===== config.mk =====
export PLATFORM = sky130hd
export DESIGN_NAME = flp_burst_tx_flat
export DESIGN_NICKNAME = d
export VERILOG_FILES = /design/src/rtl/flp_pkg.sv /design/src/rtl/flp_lcw_if.sv /design/src/rtl/flp_slot_timer.sv /design/src/rtl/flp_burst_tx.sv /design/src/flat_wrapper.sv
export SDC_FILE = /design/constraint.sdc
export NUM_CORES = 1
export LEC_CHECK = 0
export ABC_AREA = 1
export ABC_CLOCK_PERIOD_IN_PS = 3700
export BUFFER_PORTS_ARGS = -buffer_cell sky130_fd_sc_hd__clkbuf_2
export CORE_MARGIN = 2
export CORE_UTILIZATION = 60
export CTS_BUF_LIST = sky130_fd_sc_hd__clkbuf_16
export DETAILED_ROUTE_END_ITERATION = 10
export PLACE_DENSITY_LB_ADDON = 0.15
export SLEW_MARGIN = 20
export SYNTH_ARGS = -nofsm -noshare
export SYNTH_HDL_FRONTEND = slang
export SYNTH_HIERARCHICAL = 1
export SYNTH_SLANG_ARGS = --single-unit

===== constraint.sdc =====
create_clock -name clk -period 3.7 [get_ports clk]
set_clock_uncertainty 0.15 [all_clocks]
set_input_delay 0.555 -clock clk [delete_from_list [all_inputs] [get_ports clk]]
set_output_delay 0.555 -clock clk [all_outputs]
set_load 0.02 [all_outputs]

===== src/rtl/flp_pkg.sv =====
// -----------------------------------------------------------------------------
// flp_pkg
// Shared types and helpers for the FLP/NLP link-pulse transmitter.
//   flp_state_e  : transmitter FSM states
//   FLP_MODE / NLP_MODE : values of the mode input
//   slot_count() : number of slots in one burst for a given mode
// -----------------------------------------------------------------------------
package flp_pkg;

    typedef enum logic [1:0] {
        IDLE  = 2'd0,
        BURST = 2'd1,
        WAIT  = 2'd2
    } flp_state_e;

    localparam logic FLP_MODE = 1'b0;
    localparam logic NLP_MODE = 1'b1;

    // FLP: clock slot + data slot per bit, plus a trailing clock slot.
    // NLP: a lone clock slot.
    function automatic int slot_count(input int word_w, input logic mode);
        return (mode == NLP_MODE) ? 1 : 2 * word_w + 1;
    endfunction

endpackage


===== src/rtl/flp_lcw_if.sv =====
// -----------------------------------------------------------------------------
// flp_lcw_if
// Valid/ready link-code-word handshake between the auto-negotiation arbiter
// (master) and the burst transmitter (slave).
//   lcw_data  : next link code word
//   lcw_valid : lcw_data valid
//   lcw_ready : transmitter holding register empty
// -----------------------------------------------------------------------------
interface flp_lcw_if #(
    parameter int WORD_W = 16
);
    logic [WORD_W-1:0] lcw_data;
    logic              lcw_valid;
    logic              lcw_ready;

    modport master (output lcw_data, output lcw_valid, input  lcw_ready);
    modport slave  (input  lcw_data, input  lcw_valid, output lcw_ready);
endinterface


===== src/rtl/flp_slot_timer.sv =====
// -----------------------------------------------------------------------------
// flp_slot_timer
// Slot cycle counter and slot index for one link-pulse burst.
//   clk, rst_n    : clock, async active-low reset
//   start         : next cycle is burst cycle 0 (counters load 0)
//   run           : advance the counters (burst in progress)
//   nlp           : burst length selector (mode of the burst)
//   slot_first    : position is cycle 0 of a slot
//   pulse_window  : position is within the pulse width of a slot
//   last_slot_end : position is the final cycle of the burst
//   slot_idx      : slot index of the position
// All decodes describe the position the counters take on the NEXT cycle, so
// the parent can register its outputs and still have them line up with the
// burst cycle they describe.
// -----------------------------------------------------------------------------
module flp_slot_timer
    import flp_pkg::*;
#(
    parameter int WORD_W    = 16,
    parameter int PULSE_CYC = 2,
    parameter int SLOT_CYC  = 1250
) (
    input  logic                                 clk,
    input  logic                                 rst_n,
    input  logic                                 start,
    input  logic                                 run,
    input  logic                                 nlp,
    output logic                                 slot_first,
    output logic                                 pulse_window,
    output logic                                 last_slot_end,
    output logic [$clog2(2*WORD_W+1)-1:0]        slot_idx
);

    localparam int CW = $clog2(SLOT_CYC);
    localparam int IW = $clog2(2 * WORD_W + 1);

    localparam logic [CW-1:0] CYC_LAST  = CW'(SLOT_CYC - 1);
    localparam logic [CW-1:0] PULSE_END = CW'(PULSE_CYC);

    logic [CW-1:0] cyc_q, cyc_d;
    logic [IW-1:0] idx_q, idx_d;
    logic [IW-1:0] last_idx;

    // Outside a burst the counters sit at zero; start wins over run so a
    // back-to-back burst restarts cleanly from the last cycle of the previous.
    always_comb begin
        cyc_d = '0;
        idx_d = '0;
        if (!start && run) begin
            if (cyc_q == CYC_LAST) begin
                cyc_d = '0;
                idx_d = idx_q + 1'b1;
            end else begin
                cyc_d = cyc_q + 1'b1;
                idx_d = idx_q;
            end
        end
    end

    always_ff @(posedge clk or negedge rst_n) begin
        if (!rst_n) begin
            cyc_q <= '0;
            idx_q <= '0;
        end else begin
            cyc_q <= cyc_d;
            idx_q <= idx_d;
        end
    end

    assign last_idx      = IW'(slot_count(WORD_W, nlp) - 1);
    assign slot_first    = (cyc_d == '0);
    assign pulse_window  = (cyc_d < PULSE_END);
    assign last_slot_end = (cyc_d == CYC_LAST) && (idx_d == last_idx);
    assign slot_idx      = idx_d;

endmodule


===== src/rtl/flp_burst_tx.sv =====
// -----------------------------------------------------------------------------
// flp_burst_tx
// Fast Link Pulse / Normal Link Pulse burst transmitter for 10BASE-T
// auto-negotiation. All timing in clock cycles.
//   clk, resetn  : clock, async active-low reset
//   enable       : transmitter enable (a started burst always completes)
//   mode         : 0 = FLP, 1 = NLP, sampled at burst start
//   lcw          : valid/ready link code word input (holding register)
//   tx_pulse     : link pulse to the shaper
//   burst_start  : strobe in the first cycle of each burst
//   burst_done   : strobe in the last cycle of each burst
//   active_word  : word currently being sent
// Every output is a flop; the *_d terms are built from next-cycle state so
// each output is valid in the burst cycle it refers to.
// -----------------------------------------------------------------------------
module flp_burst_tx
    import flp_pkg::*;
#(
    parameter int WORD_W     = 16,
    parameter int PULSE_CYC  = 2,
    parameter int SLOT_CYC   = 1250,
    parameter int PERIOD_CYC = 320000
) (
    input  logic              clk,
    input  logic              resetn,
    input  logic              enable,
    input  logic              mode,
    flp_lcw_if.slave          lcw,
    output logic              tx_pulse,
    output logic              burst_start,
    output logic              burst_done,
    output logic [WORD_W-1:0] active_word
);

    localparam int PW = $clog2(PERIOD_CYC);
    localparam int IW = $clog2(2 * WORD_W + 1);

    localparam logic [PW-1:0] PER_LAST = PW'(PERIOD_CYC - 1);

    flp_state_e        state_q, state_d;
    logic [PW-1:0]     period_q, period_d;
    logic              mode_q, mode_d;
    logic              hold_full_q, hold_full_d;
    logic [WORD_W-1:0] hold_data_q, hold_data_d;
    logic [WORD_W-1:0] active_q, active_d;
    logic              slot_on_q, slot_on_d;
    logic              tx_pulse_q, tx_pulse_d;
    logic              burst_start_q, burst_start_d;
    logic              burst_done_q, burst_done_d;

    logic              go;          // next cycle is burst cycle 0
    logic              timer_run;
    logic              load, xfer;
    logic              in_burst_n;
    logic              slot_first, pulse_window, last_slot_end;
    logic [IW-1:0]     slot_idx;
    logic [WORD_W-1:0] bit_sh;

    // ---------------------------------------------------------------- FSM --
    // burst_done_q marks the current cycle as the last of the burst, so the
    // FSM never needs to look at the timer decodes directly.
    always_comb begin
        state_d  = state_q;
        period_d = period_q;
        go       = 1'b0;
        case (state_q)
            IDLE: begin
                period_d = '0;
                if (enable) go = 1'b1;
            end
            BURST: begin
                if (period_q != PER_LAST) period_d = period_q + 1'b1;
                if (burst_done_q) begin
                    // Burst may fill the whole period: decide the restart here.
                    if (period_q == PER_LAST) begin
                        if (enable) begin
                            go = 1'b1;
                        end else begin
                            state_d  = IDLE;
                            period_d = '0;
                        end
                    end else begin
                        state_d = WAIT;
                    end
                end
            end
            WAIT: begin
                if (!enable) begin
                    state_d  = IDLE;
                    period_d = '0;
                end else if (period_q == PER_LAST) begin
                    go = 1'b1;
                end else begin
                    period_d = period_q + 1'b1;
                end
            end
            default: begin
                state_d  = IDLE;
                period_d = '0;
            end
        endcase
        if (go) begin
            state_d  = BURST;
            period_d = '0;
        end
    end

    assign timer_run = (state_q == BURST) && !burst_done_q;

    flp_slot_timer #(
        .WORD_W    (WORD_W),
        .PULSE_CYC (PULSE_CYC),
        .SLOT_CYC  (SLOT_CYC)
    ) u_slot_timer (
        .clk           (clk),
        .rst_n         (resetn),
        .start         (go),
        .run           (timer_run),
        .nlp           (mode_d),
        .slot_first    (slot_first),
        .pulse_window  (pulse_window),
        .last_slot_end (last_slot_end),
        .slot_idx      (slot_idx)
    );

    // ----------------------------------------------------------- datapath --
    // load and xfer are mutually exclusive (xfer needs an empty register, load
    // a full one), so a word arriving at a burst start stays held for the
    // following burst while this one repeats the previous word.
    always_comb begin
        load        = go && hold_full_q;
        xfer        = lcw.lcw_valid && !hold_full_q;
        hold_full_d = hold_full_q;
        hold_data_d = hold_data_q;
        active_d    = active_q;
        mode_d      = mode_q;
        if (load) begin
            active_d    = hold_data_q;
            hold_full_d = 1'b0;
        end
        if (xfer) begin
            hold_full_d = 1'b1;
            hold_data_d = lcw.lcw_data;
        end
        if (go) mode_d = mode;

        in_burst_n = (state_d == BURST);

        // Even slots are clock pulses; odd slot k carries bit (k-1)/2, which
        // is slot_idx >> 1 for odd indices. The decision is taken once at the
        // first cycle of each slot and held for the rest of it.
        bit_sh    = active_d >> slot_idx[IW-1:1];
        slot_on_d = slot_first ? (!slot_idx[0] || bit_sh[0]) : slot_on_q;

        tx_pulse_d    = in_burst_n && pulse_window && slot_on_d;
        burst_start_d = go;
        burst_done_d  = in_burst_n && last_slot_end;
    end

    always_ff @(posedge clk or negedge resetn) begin
        if (!resetn) begin
            state_q       <= IDLE;
            period_q      <= '0;
            mode_q        <= FLP_MODE;
            hold_full_q   <= 1'b0;
            hold_data_q   <= '0;
            active_q      <= '0;
            slot_on_q     <= 1'b0;
            tx_pulse_q    <= 1'b0;
            burst_start_q <= 1'b0;
            burst_done_q  <= 1'b0;
        end else begin
            state_q       <= state_d;
            period_q      <= period_d;
            mode_q        <= mode_d;
            hold_full_q   <= hold_full_d;
            hold_data_q   <= hold_data_d;
            active_q      <= active_d;
            slot_on_q     <= slot_on_d;
            tx_pulse_q    <= tx_pulse_d;
            burst_start_q <= burst_start_d;
            burst_done_q  <= burst_done_d;
        end
    end

    assign lcw.lcw_ready = !hold_full_q;
    assign tx_pulse      = tx_pulse_q;
    assign burst_start   = burst_start_q;
    assign burst_done    = burst_done_q;
    assign active_word   = active_q;

endmodule


===== src/flat_wrapper.sv =====
// flat-port wrapper written by rule: the top's interface ports become plain ports
module flp_burst_tx_flat import flp_pkg::*;
#(
    parameter int WORD_W     = 16,
    parameter int PULSE_CYC  = 2,
    parameter int SLOT_CYC   = 1250,
    parameter int PERIOD_CYC = 320000
)
  (clk, resetn, enable, mode, tx_pulse, burst_start, burst_done, active_word, lcw_lcw_data, lcw_lcw_valid, lcw_lcw_ready);
  flp_lcw_if #(.WORD_W(WORD_W)) lcw_i ();
  input  logic clk;
  input  logic resetn;
  input  logic enable;
  input  logic mode;
  output logic tx_pulse;
  output logic burst_start;
  output logic burst_done;
  output logic [WORD_W-1:0] active_word;
  input wire logic [$bits(lcw_i.lcw_data)-1:0] lcw_lcw_data;
  input wire logic [$bits(lcw_i.lcw_valid)-1:0] lcw_lcw_valid;
  output wire logic [$bits(lcw_i.lcw_ready)-1:0] lcw_lcw_ready;
  assign lcw_i.lcw_data = lcw_lcw_data;
  assign lcw_i.lcw_valid = lcw_lcw_valid;
  assign lcw_lcw_ready = lcw_i.lcw_ready;
  flp_burst_tx #(.WORD_W(WORD_W), .PULSE_CYC(PULSE_CYC), .SLOT_CYC(SLOT_CYC), .PERIOD_CYC(PERIOD_CYC)) u_core (.clk(clk), .resetn(resetn), .enable(enable), .mode(mode), .lcw(lcw_i), .tx_pulse(tx_pulse), .burst_start(burst_start), .burst_done(burst_done), .active_word(active_word));
endmodule

# Word level (Yosys, flattened, before mapping)
# Index checks and enable logic that the tools add are counted.
# op_classes
add_sub_neg	4
magnitude_cmp	1
eq_ne	9
n_shift	1
n_mux	29
reduce_logical	16
# op_table
cell	count
$mux 19	7
$pmux 19 s2	1
$eq 11x11->1 const B	2
$mux 11	2
$add 19x1->19 const B	1
$eq 19x19->1 const B	1
$ne 19x19->1 const B	1
$mux 6	3
$mux 16	1
$shr 16x5->1	1
$add 11x1->11 const B	1
$logic_not 11->1	1
$lt 11x2->1 const B	1
$mux 1	9
$logic_and 1x1->1	8
$mux 2	4
$add 6x1->6 const B	1
$eq 6x6->1	1
$pmux 2 s3	1
$sub 6x1->6 const B	1
$eq 2x1->1 const B	2
$logic_not 1->1	4
$ne 4x3->1 const B	1
$pmux 1 s3	1
other kinds (4)	4
# totals
register_bits	76

# Logic depth before layout (Yosys ltp)
# depth
word_depth	11
ltp_mapped	22
ltp_nobuf	22

# Modules after synthesis
# Netlist, hierarchy kept.
# by_module_without_submodules
module	n_inst	cells_per_inst	area_each_um2	seq_area_each_um2
flp_burst_tx	1	420	3274.4	1476.4
flp_slot_timer	1	172	1244.9	425.4

# Worst setup path before layout
# Ideal clock, no wire load.
# synth_timing
path_kind	register -> register
startpoint	reg u_core.period_q[0]
endpoint	reg u_core.slot_on_q
t_arrival_ps	2380
t_required_ps	3436
path_slack_ps	1056
stages_incl_launch_ff	23
period_less_slack_ps	2644
path_cell_list	dfrtp_1 -> ha_1 -> nand2_2 -> nor2_4 -> nand2_4 -> nor2_8 -> nand3_4 -> nand2_4 -> nand2_2 -> inv_2 -> nor2_8 -> nand3_1 -> inv_1 -> buf_2 -> inv_1 -> nand3_1 -> nand3_1 -> nand3_1 -> nand3_1 -> nand3_1 -> nand2_1 -> nand2_2 -> inv_1
# synth_between
elab_chain_len	10
elab_cells_between_ends	17
# synth_rtl
item	line_no	text
start, declared	flp_burst_tx.sv:41	logic [PW-1:0] period_q, period_d;
start signal, assigned	flp_burst_tx.sv:174	period_q <= period_d;
$eq 19x19->1 (*)	flp_burst_tx.sv:75, flp_burst_tx.sv:91	
$mux 1 (on tied branches)	flp_burst_tx.sv:91, flp_burst_tx.sv:75	
$mux 1 (on tied branches)	flp_burst_tx.sv:88, flp_burst_tx.sv:73	
$pmux 1 s3 (*)	flp_burst_tx.sv:66	case (state_q)
net u_core.burst_start_d	flp_burst_tx.sv:48	logic burst_start_q, burst_start_d;
$logic_not 1->1 (*)	flp_slot_timer.sv:49	if (!start && run) begin
$logic_and 1x1->1 (*)	flp_slot_timer.sv:49	
$mux 6 (*)	flp_slot_timer.sv:49	
net u_core.slot_idx[1]	flp_burst_tx.sv:56	logic [IW-1:0] slot_idx;
$shr 16x5->1 (*)	flp_burst_tx.sv:152	bit_sh = active_d >> slot_idx[IW-1:1];
$logic_or 1x1->1 (*)	flp_burst_tx.sv:153	slot_on_d = slot_first ? (!slot_idx[0] || bit_sh[0]) : slot_on_q;
$mux 1 (*)	flp_burst_tx.sv:153	
net u_core.slot_on_d	flp_burst_tx.sv:46	logic slot_on_q, slot_on_d;
end signal, assigned	flp_burst_tx.sv:179	slot_on_q <= slot_on_d;
end, declared	flp_burst_tx.sv:46	
# The timed path passes the listed nets; every way through them passes the cells marked *.
# A chain may end at the register's enable or synchronous reset.

# Worst setup path in the final report
# Ends and elaborated chain as after synthesis.

==> metrics.md <==
| Metric | Value |
|---|---|
| Met2 Resource Use GR | 0.431 |
| Port-buffer cells | 40 |
| Ratio of cells with drive above 1 in the final layout | 0.162 |
| Final worst setup slack | 0.467 ns |
| Fin. max-slew vios | 0 |
| Pre-CTS setup slack | 0.550 ns |
| Nets@finish | 665 |
| Boundary pin count | 41 |
| Hold Buf Count CTS | 0 |
| Gr busiest metal | met2 |
| Pin count of the biggest net entering global routing | 77 |
| Worst IR Drop VDD | 0.462 mV |
| Die ar. | 0.00824 mm^2 |
| Post-CTS sizing | 0 |
| Vias | 4,047 |
| First DRT Iteration DRCs | 298 |
| Core area | 0.00729 mm^2 |
| Worst skew pair latency | 0.33 ns |
| Setup TNS | 0 ns |
| Antenna violations before repair | 0 |
| Hpwl dp | 7520 um |
| Leak | 2.64 nW |
| Post-synth net total | 621 |
| Antenna cell count | 0 |
| Yosys reg bits | 76 |
| Power share of the combinational group | 0.351 |
| Final GP Congestion | 0.949 |
| Die height | 90.8 um |
| Fin. Hold Viols | 0 |
| H-tree levels | 3 |
| Antenna-violating nets left | 0 |
| Clock network fraction of design power | 0.289 |
| # DRC | 0 |
| Status | finished, final reports clean |
| RSZ-0062 raised after global routing | no |
| Worst-path clk slew | 0.06 ns |
| Distinct cells, synth | 43 |
| Internal power component | 1.97 mW |
| Least-Margin Pin Slew | 0.932 ns |
| Post-CTS Setup Bufs | 0 |
| Die width | 90.8 um |
| Crit path required time | 3.78 ns |
| Vias in the first global route | 3,969 |
| Headroom to the max-slew limit | 0.379 |
| Synth Area per Inst | 7.63 um^2 |
| CTS max path bufs | 2 |
| Yosys warnings | 6 |
| Mapped cell area | 0.00452 mm^2 |
| Total GRT Usage | 0.272 |
| Clock tree sinks | 76 |
| Final period utilization | 0.874 |
| Most frequent cells in the layout | inv_1 (112), nand2_1 (102), dfrtp_1 (76), nand3_1 (60), nor2_1 (51) |
| Rows | 31 |
| Commonest non-fill, non-tap cell in the layout | inv_1 |
| Worst-path fanout max | 17 |
| Met1 GRT Util | 0.375 |
| Register area share after synthesis | 0.421 |
| Initial core utilization | 0.620 |
| Via density | 5.47 |
| Drt first pass iters | 5 |
| Hold WC Path Type | input port to async pin |
| GR Util met3 | 0.0584 |
| Wire per inst | 14.0 um |
| CP Launch Type | flop |
| Synth Instances | 592 |
| CP arrival | 3.31 ns |
| Reg power frac | 0.360 |
| Root Driver | clkbuf_16 |
| Crit Path Category | flop to flop |
| Fin crit period | 3.23 ns |
| Reg area | 0.00190 mm^2 |
| Fmax | 309 MHz |
| Final WL | 10,400 um |
| Max Cap Viol | 0 |
| Layout area overhead | 13.6% |
| CP endpoint kind | flop |
| Filler cells | 614 |
| Finish-stage setup viols | 0 |
| CTS tree | yes |
| GRT overflow | 0 |
| Util after Layout | 0.704 |
| Switching pwr | 1.23 mW |
| Multi-input gate area | 0.00212 mm^2 |
| Sw frac | 0.385 |
| First-pass GRT wire length | 18,200 um |
| Number of buffers created by CTS | 9 |
| PD cells | 625 mW/mm^2 |
## cells in the mapped netlist, drive strengths merged
library cell / instances / area [um^2]
clkbuf: 3 / 11.3
o221a: 1 / 11.3
nand3b: 2 / 15.0
or2: 1 / 6.26
xor2: 7 / 61.3
nand4: 25 / 156
a22oi: 3 / 22.5
o21ai: 21 / 109
ha: 8 / 100
nor4: 3 / 18.8
inv: 120 / 455
nand2: 118 / 512
o311ai: 1 / 8.76
o2111ai: 1 / 8.76
nor3: 14 / 70.1
buf: 6 / 33.8
dfrtp: 76 / 1900
a31oi: 1 / 6.26
nand3: 65 / 373
and3: 1 / 6.26
a21oi: 27 / 139
and2: 15 / 93.8
or4: 1 / 7.51
o21bai: 2 / 15.0
xnor2: 3 / 26.3
o21a: 1 / 7.51
nor2: 65 / 337
nor2b: 1 / 6.26
## stage by stage
stage / area [um^2] / std cells / total power, mW / hold WS (ns)
CTS: 5130 / 740 / 3.22 / 0.270
global placement: 4820 / 724 / 2.24 / 0.322
detailed placement: 4820 / 724 / 2.27 / 0.336
global route: 5130 / 740 / 3.42 / 0.318
floorplan: 4520 / 592 / 1.95 / 0.109
finish: 5130 / 740 / 3.21 / 0.219
## routing by layer
layer	routed length (um)	vias to the layer above
met2	4810	137
li1	-	1974
met1	4690	1920
met5	0	-
met4	149	0
met3	703	16
## worst max-delay path, stage by stage (launching register included)
cell	delay (ns)
dfrtp_1	0.40
ha_1	0.24
nand2_2	0.10
nor2_4	0.05
nand2_4	0.09
nor2_8	0.05
nand3_4	0.09
nand2_4	0.14
nand2_2	0.19
inv_2	0.12
nor2_8	0.22
nand3_1	0.13
inv_1	0.28
inv_1	0.22
nand3_1	0.14
nand3_1	0.09
nand3_1	0.09
nand3_1	0.07
nand3_1	0.08
nand2_1	0.06
nand2_2	0.07
inv_1	0.04
## power by group through the flow
stage / clock network, mW / logic [mW] / registers [mW]
6_report: 0.929 / 1.13 / 1.16
5_1_grt: 0.983 / 1.26 / 1.18
4_1_cts: 0.942 / 1.12 / 1.15
3_5_place_dp: 0 / 1.10 / 1.16
3_3_place_gp: 0 / 1.08 / 1.16
2_1_floorplan: 0 / 0.743 / 1.21
## cells by family after synthesis
kind of cell	Yosys count	share of synthesized area
compound gates	58	0.0725
simple gates	311	0.354
flops	76	0.421
buf+inv	129	0.111
xor+xnor	10	0.0194
fa+ha+maj	8	0.0221
## registers in the layout, indices dropped and copies added, names as in the netlist
signal,flops
u_core/period_q,19
u_core/active_word,16
u_core/hold_data_q,16
u_core/u_slot_timer/cyc_q,11
u_core/u_slot_timer/idx_q,6
u_core/state_q,2
u_core/burst_done,1
u_core/burst_start,1
u_core/hold_full_q,1
u_core/mode_q,1
u_core/slot_on_q,1
u_core/tx_pulse,1
## final cells by class
type / instances / share of cell area
clock inverters: 7 / 0.0178
repair buffers: 42 / 0.0424
clock buffers: 9 / 0.0439
well taps: 99 / 0.0241
flip-flops and latches: 76 / 0.371
multi-input cells: 387 / 0.412
inverters: 120 / 0.0887
## final timing paths
path | start | end | slack (ns) | cells after the start
setup / recovery | u_core/period_q[0] | u_core/slot_on_q | 0.47 | 21
hold / removal | resetn | u_core/period_q[11] | 0.22 | 1
setup reg to reg | u_core/period_q[0] | u_core/slot_on_q | 0.47 | 21
hold reg to reg | u_core/hold_data_q[12] | u_core/active_word[12] | 0.35 | 1
max in group asynchronous | resetn | u_core/active_word[7] | 2.58 | 1
min in group clk | lcw_lcw_data[14] | u_core/hold_data_q[14] | 0.32 | 3
No activity file was read; power rests on OpenSTA's default activity.
